$ cat src/rtl/rof_run_controller_if.sv
// Handshake/bus bundle for the rank-order filter run controller.
//   master : the controlling side (user buttons/start, or a bench) drives
//            start / rd_up / rd_down and observes the sequencer outputs.
//   slave  : rof_run_controller, which receives the pulses and drives
//            rom_addr, rof_en, ram_we, ram_waddr, rd_addr, busy and done.
interface rof_run_controller_if #(
  parameter int ADDR_BITS = 8
) ();
  logic                 start;
  logic                 rd_up;
  logic                 rd_down;
  logic [ADDR_BITS-1:0] rom_addr;
  logic                 rof_en;
  logic                 ram_we;
  logic [ADDR_BITS-1:0] ram_waddr;
  logic [ADDR_BITS-1:0] rd_addr;
  logic                 busy;
  logic                 done;

  modport master (
    output start, rd_up, rd_down,
    input  rom_addr, rof_en, ram_we, ram_waddr, rd_addr, busy, done
  );

  modport slave (
    input  start, rd_up, rd_down,
    output rom_addr, rof_en, ram_we, ram_waddr, rd_addr, busy, done
  );
endinterface

$ cat src/rtl/rof_run_controller.sv
// Run sequencer for the rank-order filter datapath.
// Issues sample ROM addresses 0..NUM_SAMPLES-1, produces the filter
// clock-enable (issue delayed by ROM_LAT) and the result RAM write strobe
// (rof_en delayed by FILTER_LAT) so that each result is written at its own
// sample index. Once the run is complete, rd_addr is stepped by debounced
// up/down pulses for the seven-segment readback.
//
// Ports:
//   clk  - system clock, rising edge
//   rst  - asynchronous active-low reset
//   bus  - rof_run_controller_if.slave (start, rd_up, rd_down in;
//          rom_addr, rof_en, ram_we, ram_waddr, rd_addr, busy, done out)
//
// Build option: define ROF_RDADDR_SATURATE_EN to make rd_addr saturate at
// 0 and NUM_SAMPLES-1 instead of wrapping.
module rof_run_controller #(
  parameter int NUM_SAMPLES = 255,
  parameter int ADDR_BITS   = 8,
  parameter int ROM_LAT     = 1,
  parameter int FILTER_LAT  = 1
) (
  input  logic                  clk,
  input  logic                  rst,
  rof_run_controller_if.slave   bus
);

  typedef enum logic [1:0] {IDLE, RUN, DRAIN, DONE} state_t;

  localparam logic [ADDR_BITS-1:0] LAST = ADDR_BITS'(NUM_SAMPLES - 1);
  localparam logic [ADDR_BITS-1:0] ONE  = ADDR_BITS'(1);

  state_t                state;
  logic                  issue;
  logic [ROM_LAT-1:0]    rom_pipe;
  logic [FILTER_LAT-1:0] flt_pipe;

  // One sample is issued to the ROM in every RUN cycle, including the one
  // holding the final address.
  assign issue = (state == RUN);

  // Latency delay lines; the newest flag enters at bit 0.
  always_ff @(posedge clk or negedge rst) begin
    if (!rst) begin
      rom_pipe <= '0;
      flt_pipe <= '0;
    end else begin
      rom_pipe <= ROM_LAT'({rom_pipe, issue});
      flt_pipe <= FILTER_LAT'({flt_pipe, rom_pipe[ROM_LAT-1]});
    end
  end

  assign bus.rof_en = rom_pipe[ROM_LAT-1];
  assign bus.ram_we = flt_pipe[FILTER_LAT-1];

  // Main FSM with registered status outputs.
  always_ff @(posedge clk or negedge rst) begin
    if (!rst) begin
      state         <= IDLE;
      bus.rom_addr  <= '0;
      bus.ram_waddr <= '0;
      bus.busy      <= 1'b0;
      bus.done      <= 1'b0;
    end else begin
      // Write address follows the delayed strobe; a start below overrides.
      if (bus.ram_we)
        bus.ram_waddr <= (bus.ram_waddr == LAST) ? '0 : bus.ram_waddr + ONE;
      case (state)
        IDLE, DONE: begin
          if (bus.start) begin
            state         <= RUN;
            bus.rom_addr  <= '0;
            bus.ram_waddr <= '0;
            bus.busy      <= 1'b1;
            bus.done      <= 1'b0;
          end
        end
        RUN: begin
          if (bus.rom_addr == LAST) state <= DRAIN;
          else                      bus.rom_addr <= bus.rom_addr + ONE;
        end
        DRAIN: begin
          // Leave once the write to the final index has happened.
          if (bus.ram_we && bus.ram_waddr == LAST) begin
            state    <= DONE;
            bus.busy <= 1'b0;
            bus.done <= 1'b1;
          end
        end
        default: state <= IDLE;
      endcase
    end
  end

  // Readback address; simultaneous up and down cancel out.
  always_ff @(posedge clk or negedge rst) begin
    if (!rst) begin
      bus.rd_addr <= '0;
    end else if ((state == IDLE || state == DONE) && (bus.rd_up ^ bus.rd_down)) begin
`ifdef ROF_RDADDR_SATURATE_EN
      if (bus.rd_up) begin
        if (bus.rd_addr != LAST) bus.rd_addr <= bus.rd_addr + ONE;
      end else begin
        if (bus.rd_addr != '0)   bus.rd_addr <= bus.rd_addr - ONE;
      end
`else
      if (bus.rd_up)
        bus.rd_addr <= (bus.rd_addr == LAST) ? '0 : bus.rd_addr + ONE;
      else
        bus.rd_addr <= (bus.rd_addr == '0) ? LAST : bus.rd_addr - ONE;
`endif
    end
  end

endmodule

$ cat src/flat_wrapper.sv
// flat-port wrapper written by rule: the top's interface ports become plain ports
module rof_run_controller_flat 
#(
  parameter int NUM_SAMPLES = 255,
  parameter int ADDR_BITS   = 8,
  parameter int ROM_LAT     = 1,
  parameter int FILTER_LAT  = 1
)
  (clk, rst, bus_start, bus_rd_up, bus_rd_down, bus_rom_addr, bus_rof_en, bus_ram_we, bus_ram_waddr, bus_rd_addr, bus_busy, bus_done);
  rof_run_controller_if #(.ADDR_BITS(ADDR_BITS)) bus_i ();
  input  logic clk;
  input  logic rst;
  input wire logic [$bits(bus_i.start)-1:0] bus_start;
  input wire logic [$bits(bus_i.rd_up)-1:0] bus_rd_up;
  input wire logic [$bits(bus_i.rd_down)-1:0] bus_rd_down;
  output wire logic [$bits(bus_i.rom_addr)-1:0] bus_rom_addr;
  output wire logic [$bits(bus_i.rof_en)-1:0] bus_rof_en;
  output wire logic [$bits(bus_i.ram_we)-1:0] bus_ram_we;
  output wire logic [$bits(bus_i.ram_waddr)-1:0] bus_ram_waddr;
  output wire logic [$bits(bus_i.rd_addr)-1:0] bus_rd_addr;
  output wire logic [$bits(bus_i.busy)-1:0] bus_busy;
  output wire logic [$bits(bus_i.done)-1:0] bus_done;
  assign bus_i.start = bus_start;
  assign bus_i.rd_up = bus_rd_up;
  assign bus_i.rd_down = bus_rd_down;
  assign bus_rom_addr = bus_i.rom_addr;
  assign bus_rof_en = bus_i.rof_en;
  assign bus_ram_we = bus_i.ram_we;
  assign bus_ram_waddr = bus_i.ram_waddr;
  assign bus_rd_addr = bus_i.rd_addr;
  assign bus_busy = bus_i.busy;
  assign bus_done = bus_i.done;
  rof_run_controller #(.NUM_SAMPLES(NUM_SAMPLES), .ADDR_BITS(ADDR_BITS), .ROM_LAT(ROM_LAT), .FILTER_LAT(FILTER_LAT)) u_core (.clk(clk), .rst(rst), .bus(bus_i));
endmodule
$ cat config.mk
export PLATFORM = sky130hd
export DESIGN_NAME = rof_run_controller_flat
export DESIGN_NICKNAME = d
export VERILOG_FILES = /design/src/rtl/rof_run_controller_if.sv /design/src/rtl/rof_run_controller.sv /design/src/flat_wrapper.sv
export SDC_FILE = /design/constraint.sdc
export NUM_CORES = 1
export LEC_CHECK = 0
export BUFFER_PORTS_ARGS = -buffer_cell sky130_fd_sc_hd__buf_4
export CELL_PAD_IN_SITES_DETAIL_PLACEMENT = 1
export CELL_PAD_IN_SITES_GLOBAL_PLACEMENT = 1
export CORE_MARGIN = 5
export CORE_UTILIZATION = 25
export DETAILED_ROUTE_END_ITERATION = 7
export HOLD_SLACK_MARGIN = 0.03
export PLACE_DENSITY_LB_ADDON = 0.1
export SYNTH_ARGS = -nofsm -noshare
export SYNTH_HDL_FRONTEND = slang
export SYNTH_SLANG_ARGS = --single-unit
$ cat constraint.sdc
create_clock -name clk -period 4 [get_ports clk]
set_clock_uncertainty 0.05 [all_clocks]
set_input_delay 0.6 -clock clk [delete_from_list [all_inputs] [get_ports clk]]
set_output_delay 0.6 -clock clk [all_outputs]
set_load 0.01 [all_outputs]
==> impl_metrics.env, run 1 <==
export IMPL_outcome="finished, final reports clean"
export IMPL_grt_overflow=0
export IMPL_grt_usage_pct=12.2
export IMPL_worstPathRequired_ps=4140
export IMPL_netlist_area_mm2=0.00197
export IMPL_cp_max_fo=11
export IMPL_critPathArrivalTime_ps=2190
export IMPL_grt_pass1_wl_um=9780
export IMPL_reg2reg_from="u_core.state[0]"
export IMPL_worst_slew_pin_slew_ps=641
export IMPL_ant_nets=0
export IMPL_h_tree_depth=2
export IMPL_remaining_drc_errors=0
export IMPL_holdBufCountCts=0
export IMPL_routed_wl_um=5760
export IMPL_r2r_setup_slack_ps=1950
export IMPL_cts_max_path_buffers=2
export IMPL_grt_max_degree=31
export IMPL_fin_crit_sh_pct=51.2
export IMPL_routedWlPerCell_um=16.4
export IMPL_cts_tree="built"
export IMPL_ys_ff_latch=30
export IMPL_period_minus_slack_ps=2050
export IMPL_die_width_um=98.8
export IMPL_setup_viol=0
export IMPL_cts_root_buf="clkbuf_8"
export IMPL_synthDistinctLibCells=50
export IMPL_worstSetupPathType="reg -> reg"
export IMPL_fmax_mhz=488
export IMPL_powerDensity_mw_per_mm2=685
export IMPL_first_iter_violations=72
export IMPL_grt_pass1_vias=1780
export IMPL_yosysWarningCount=0
export IMPL_clock_sinks=30
export IMPL_cp_startpoint="u_core.state[0]"
export IMPL_cts_resized=0
export IMPL_fin_hold_ws_ps=210
export IMPL_dr_pass1_iters=4
export IMPL_nets=264
export IMPL_rows=32
export IMPL_viasPerCell=5.08
export IMPL_drive_gt1_share_pct=18.8
export IMPL_slew_headroom_pct=57.0
export IMPL_io_pins=33
export IMPL_drv_slew=0
export IMPL_syn_num_nets=234
export IMPL_via_count=1789
export IMPL_tns_ps=0
export IMPL_synth_top_area_cell="dfrtp_1"
export IMPL_hold_class="in -> async"
export IMPL_gp_congestion=0.723
export IMPL_crit_end="u_core.bus.rom_addr[4]"
export IMPL_synthTopCellsByArea="dfrtp_1, ha_1, nand4_1"
export IMPL_area_growth_pct=23.2
export IMPL_reg2regPathDepth=6
export IMPL_core_area_mm2=0.00769
export IMPL_startpoint_type="flop"
export IMPL_r2r_end="u_core.bus.rom_addr[4]"
export IMPL_path_clk_slew_ps=70
export IMPL_finalHoldViolCount=0
export IMPL_cp_end_kind="flop"
export IMPL_yosysSeqAreaShare_pct=38.1
export IMPL_post_cts_buffers=0
export IMPL_p_leak_nw=1.08
export IMPL_ir_drop_v=0.000188
export IMPL_synthArstFlopShare_pct=100
export IMPL_yosysTopAreaCellShare_pct=38.1
export IMPL_die_area_mm2=0.00976
export IMPL_syn_area_per_cell_um2=9.00
export IMPL_synthTopCellsByCount="dfrtp_1, nor2_1, inv_1"
export IMPL_antennaDiodeCount=0
export IMPL_start_util_pct=25.7
export IMPL_synth_main_ff_cell="dfrtp_1"
export IMPL_die_h_um=98.8
export IMPL_antenna_found_initial=0
export IMPL_rsz0062_at_grt="false"
export IMPL_portBuffers=32
export IMPL_insertion_delay_ps=280
export IMPL_cts_buffers=5
export IMPL_synth_most_common_cell="dfrtp_1"
export IMPL_place_hpwl_um=4180
export IMPL_synth_edff_count=0
export IMPL_cap_viol_max_count=0
export IMPL_syn_instance_count=219
[metrics by stage]
stage          total power (W)  area (um2)  instances  worst slack (ps)  utilization (%)
5_1_grt                0.00180        2430        352              1720             31.6
6_report               0.00166        2430        352              1950             31.6
2_1_floorplan          0.00102        1970        219              2230                -
4_1_cts                0.00169        2430        352              1940             31.6
3_3_place_gp           0.00130        2290        344              1990             29.7
3_5_place_dp           0.00129        2290        344              1950             29.7
[metal layers]
metal | global-route usage [%] | routed length [um] | share of wire [%] | vias up
li1 | - | - | - | 876
met5 | 0 | 0 | 0 | -
met2 | 16.4 | 2450 | 42 | 27
met1 | 19.4 | 3060 | 53 | 884
met3 | 2.83 | 216 | 3.7 | 2
met4 | 2.84 | 40 | 0.69 | 0
[layout by cell type, fill, tap and decap left out, types with 4 or more instances in the layout]
cell type  instances
o211ai_1           4
ha_1              10
buf_4             32
a21oi_1           13
nor3_1             6
nor2b_1            4
clkbuf_8           6
dfrtp_1           30
nor2_1            20
o21ai_0           12
inv_1             14
o21ai_1            5
nand3_1            6
xor2_1             4
nand4_1           13
nand2_1           10
and3_1             5
[how the worst min path moves through the flow]
stage | startpoint | endpoint | slack, ps | cells after the start
floorplan | rst | u_core.bus.busy | 250 | 0
global placement | u_core.bus.rof_en | u_core.bus.ram_we | 340 | 0
detailed placement | u_core.bus.rof_en | u_core.bus.ram_we | 340 | 0
CTS | rst | u_core.bus.rd_addr[6] | 220 | 1
global route | rst | u_core.bus.rd_addr[6] | 240 | 1
finish | rst | u_core.bus.rd_addr[6] | 210 | 1
[worst max-delay path, stage by stage, from the launching register on]
cell and delay (ps):
dfrtp_1 370, inv_1 60, ha_1 490, mux2i_1 440
nor2b_1 160, o2111a_1 170, a211oi_1 220
[sequential cells by signal, indices dropped and copies added, names as in the netlist]
name                  cells
u_core.bus.done           1
u_core.bus.busy           1
u_core.bus.rof_en         1
u_core.bus.rom_addr       8
u_core.bus.rd_addr        8
u_core.bus.ram_we         1
u_core.bus.ram_waddr      8
u_core.state              2
[report_power, final]
group          internal, W  switching [W]
Combinational     0.000308       0.000376
Sequential        0.000389       0.000201
Clock             0.000266       0.000121
[layout make-up]
cell class | count | area, um2
fill | 921 | 5260
multi-input combinational | 166 | 1110
sequential | 30 | 751
timing repair buffer | 32 | 240
tap | 102 | 128
clock buffer | 6 | 82.6
clock inverter | 2 | 60.1
inverter | 14 | 52.6
[logic make-up after synthesis]
| kind of cell | Yosys count | synth area share (%) |
|---|---|---|
| simple gates | 80 | 22.5 |
| compound gates | 68 | 23.9 |
| flops | 30 | 38.1 |
| buf+inv | 23 | 5.39 |
| fa+ha+maj | 10 | 6.35 |
| xor+xnor | 5 | 2.22 |
| mux | 3 | 1.59 |
Power figures use the tool's default switching activity.
==> run 2: changes to the inputs <==
==> constraint.sdc (replaced) <==
create_clock -name clk -period 2.1 [get_ports clk]
set_clock_uncertainty 0.05 [all_clocks]
set_input_delay 0.315 -clock clk [delete_from_list [all_inputs] [get_ports clk]]
set_output_delay 0.315 -clock clk [all_outputs]
set_load 0.01 [all_outputs]
==> impl_metrics.env, run 2 (synthesized netlist as in run 1, its figures left out) <==
export IMPL_nets=275
export IMPL_area_growth_pct=25.1
export IMPL_remaining_drc_errors=0
export IMPL_switching_power_w=0.00136
export IMPL_routedWlPerCell_um=16.3
export IMPL_drive_gt1_share_pct=21.8
export IMPL_insertion_delay_ps=290
export IMPL_p_int_w=0.00168
export IMPL_clock_sinks=30
export IMPL_cp_end_kind="flop"
export IMPL_cts_max_path_buffers=2
export IMPL_ant_nets=0
export IMPL_p_clk_share_pct=16.8
export IMPL_holdBufCountCts=1
export IMPL_critPathArrivalTime_ps=2000
export IMPL_viasPerCell=5.03
export IMPL_ir_drop_v=0.000415
export IMPL_finalHoldViolCount=0
export IMPL_grt_pass1_vias=1883
export IMPL_slew_headroom_pct=60.4
export IMPL_cts_buffers=5
export IMPL_critPathTopFamily="compound AO/OA/AOI/OAI gates"
export IMPL_slowest_delay_ps=440
export IMPL_path_clk_slew_ps=70
export IMPL_cts_root_buf="clkbuf_8"
export IMPL_stdcell_count=363
export IMPL_fmax_mhz=533
export IMPL_tns_ps=0
export IMPL_dp_cells=354
export IMPL_multiInputGateArea_mm2=0.00111
export IMPL_worstPathRequired_ps=2220
export IMPL_outcome="finished, final reports clean"
export IMPL_power_frac_seq_pct=34.5
export IMPL_fillCellCount=951
export IMPL_grt_overflow=0
export IMPL_grt_usage_pct=12.5
export IMPL_cp_slowest_cell="dfrtp_1"
export IMPL_layout_common_cells="buf_4, dfrtp_1, nor2_1"
export IMPL_fin_crit_sh_pct=89.4
export IMPL_startpoint_type="flop"
export IMPL_fin_ws_ps=223
export IMPL_die_width_um=98.8
export IMPL_grt_max_degree=31
export IMPL_die_h_um=98.8
export IMPL_p_leak_nw=1.11
export IMPL_grt_pass1_wl_um=10000
export IMPL_dp_slack_ps=224
export IMPL_cts_resized=0
export IMPL_post_cts_buffers=0
export IMPL_first_iter_violations=61
export IMPL_via_count=1826
export IMPL_gp_congestion=0.769
export IMPL_place_hpwl_um=4350
export IMPL_hold_class="in -> reg"
export IMPL_drv_slew=0
export IMPL_h_tree_depth=2
export IMPL_fin_hold_ws_ps=337
export IMPL_antenna_found_initial=0
export IMPL_start_util_pct=25.7
export IMPL_setup_viol=0
export IMPL_cts_tree="built"
export IMPL_io_pins=33
export IMPL_ff_latch_area_um2=751
export IMPL_cp_max_fo=7
export IMPL_worst_slew_pin_slew_ps=591
export IMPL_powerDensity_mw_per_mm2=1230
export IMPL_power_frac_comb_pct=48.7
export IMPL_dr_pass1_iters=4
export IMPL_period_minus_slack_ps=1880
export IMPL_cap_viol_max_count=0
export IMPL_rsz0062_at_grt="false"
export IMPL_worstSetupPathType="reg -> reg"
export IMPL_worst_path_buf_inv=1
export IMPL_antennaDiodeCount=0
export IMPL_die_area_mm2=0.00976
export IMPL_core_area_mm2=0.00769
export IMPL_routed_wl_um=5910
export IMPL_mostFrequentLayoutCell="buf_4"
export IMPL_path_cells="inv_1 -> ha_1 -> nand3_1 -> o21ai_2 -> mux2_2 -> a221o_1"
export IMPL_top_regs="u_core.bus.ram_waddr x8, u_core.bus.rd_addr x8, u_core.bus.rom_addr x8"
export IMPL_switching_share_pct=44.8
export IMPL_portBuffers=32
export IMPL_rows=32
[run 2: path summary, 6_finish.rpt]
kind	from	end	slack [ps]	cells after the start
max	u_core.bus.rom_addr[0]	u_core.bus.rom_addr[3]	220	6
min	bus_start	u_core.state[1]	340	3
max reg2reg	u_core.bus.rom_addr[0]	u_core.bus.rom_addr[3]	220	6
min reg2reg	u_core.bus.rof_en	u_core.bus.ram_we	340	0
max in group asynchronous	rst	u_core.bus.rd_addr[2]	1220	2
min in group asynchronous	rst	u_core.bus.rd_addr[6]	450	2
[run 2: stage by stage]
| stage | power (W) | util [%] | cell area [um2] |
|---|---|---|---|
| after detailed placement | 0.00256 | 30.7 | 2360 |
| after global placement | 0.00255 | 30.7 | 2360 |
| after CTS | 0.00310 | 32.1 | 2470 |
| after floorplan | 0.00194 | - | 1970 |
| after global routing | 0.00331 | 32.1 | 2470 |
| final | 0.00304 | 32.1 | 2470 |
[run 2: cell type report]
| cell class | instances | area share [%] |
|---|---|---|
| clock buffer | 6 | 3.35 |
| clock inverter | 2 | 0.507 |
| inverter | 14 | 2.13 |
| multi-input combinational | 166 | 45.2 |
| sequential | 30 | 30.4 |
| tap | 102 | 5.18 |
| timing repair buffer | 43 | 13.2 |
[run 2: worst register-to-register path, delay by kind of cell, from the launching register on]
kind            cells  cell delay, ps
mux                 1             350
compound gates      2             490
simple gates        1             160
flops               1             440
fa+ha+maj           1             160
buf+inv             1             100
[run 2: power by group through the flow]
stage | clock (W) | combinational [W] | sequential (W)
after floorplan | 0 | 0.000933 | 0.00101
after global placement | 0 | 0.00148 | 0.00107
after detailed placement | 0 | 0.00149 | 0.00107
after CTS | 0.000539 | 0.00150 | 0.00105
after global routing | 0.000556 | 0.00165 | 0.00109
final | 0.000511 | 0.00148 | 0.00105
[run 2: routing by layer]
layer  share of wire, %  global-route usage [%]  wire (um)
met1                 53                    18.8       3140
met3                4.7                    3.33        278
met5                  0                       0          0
met4                1.2                    3.47         73
met2                 41                    17.5       2420
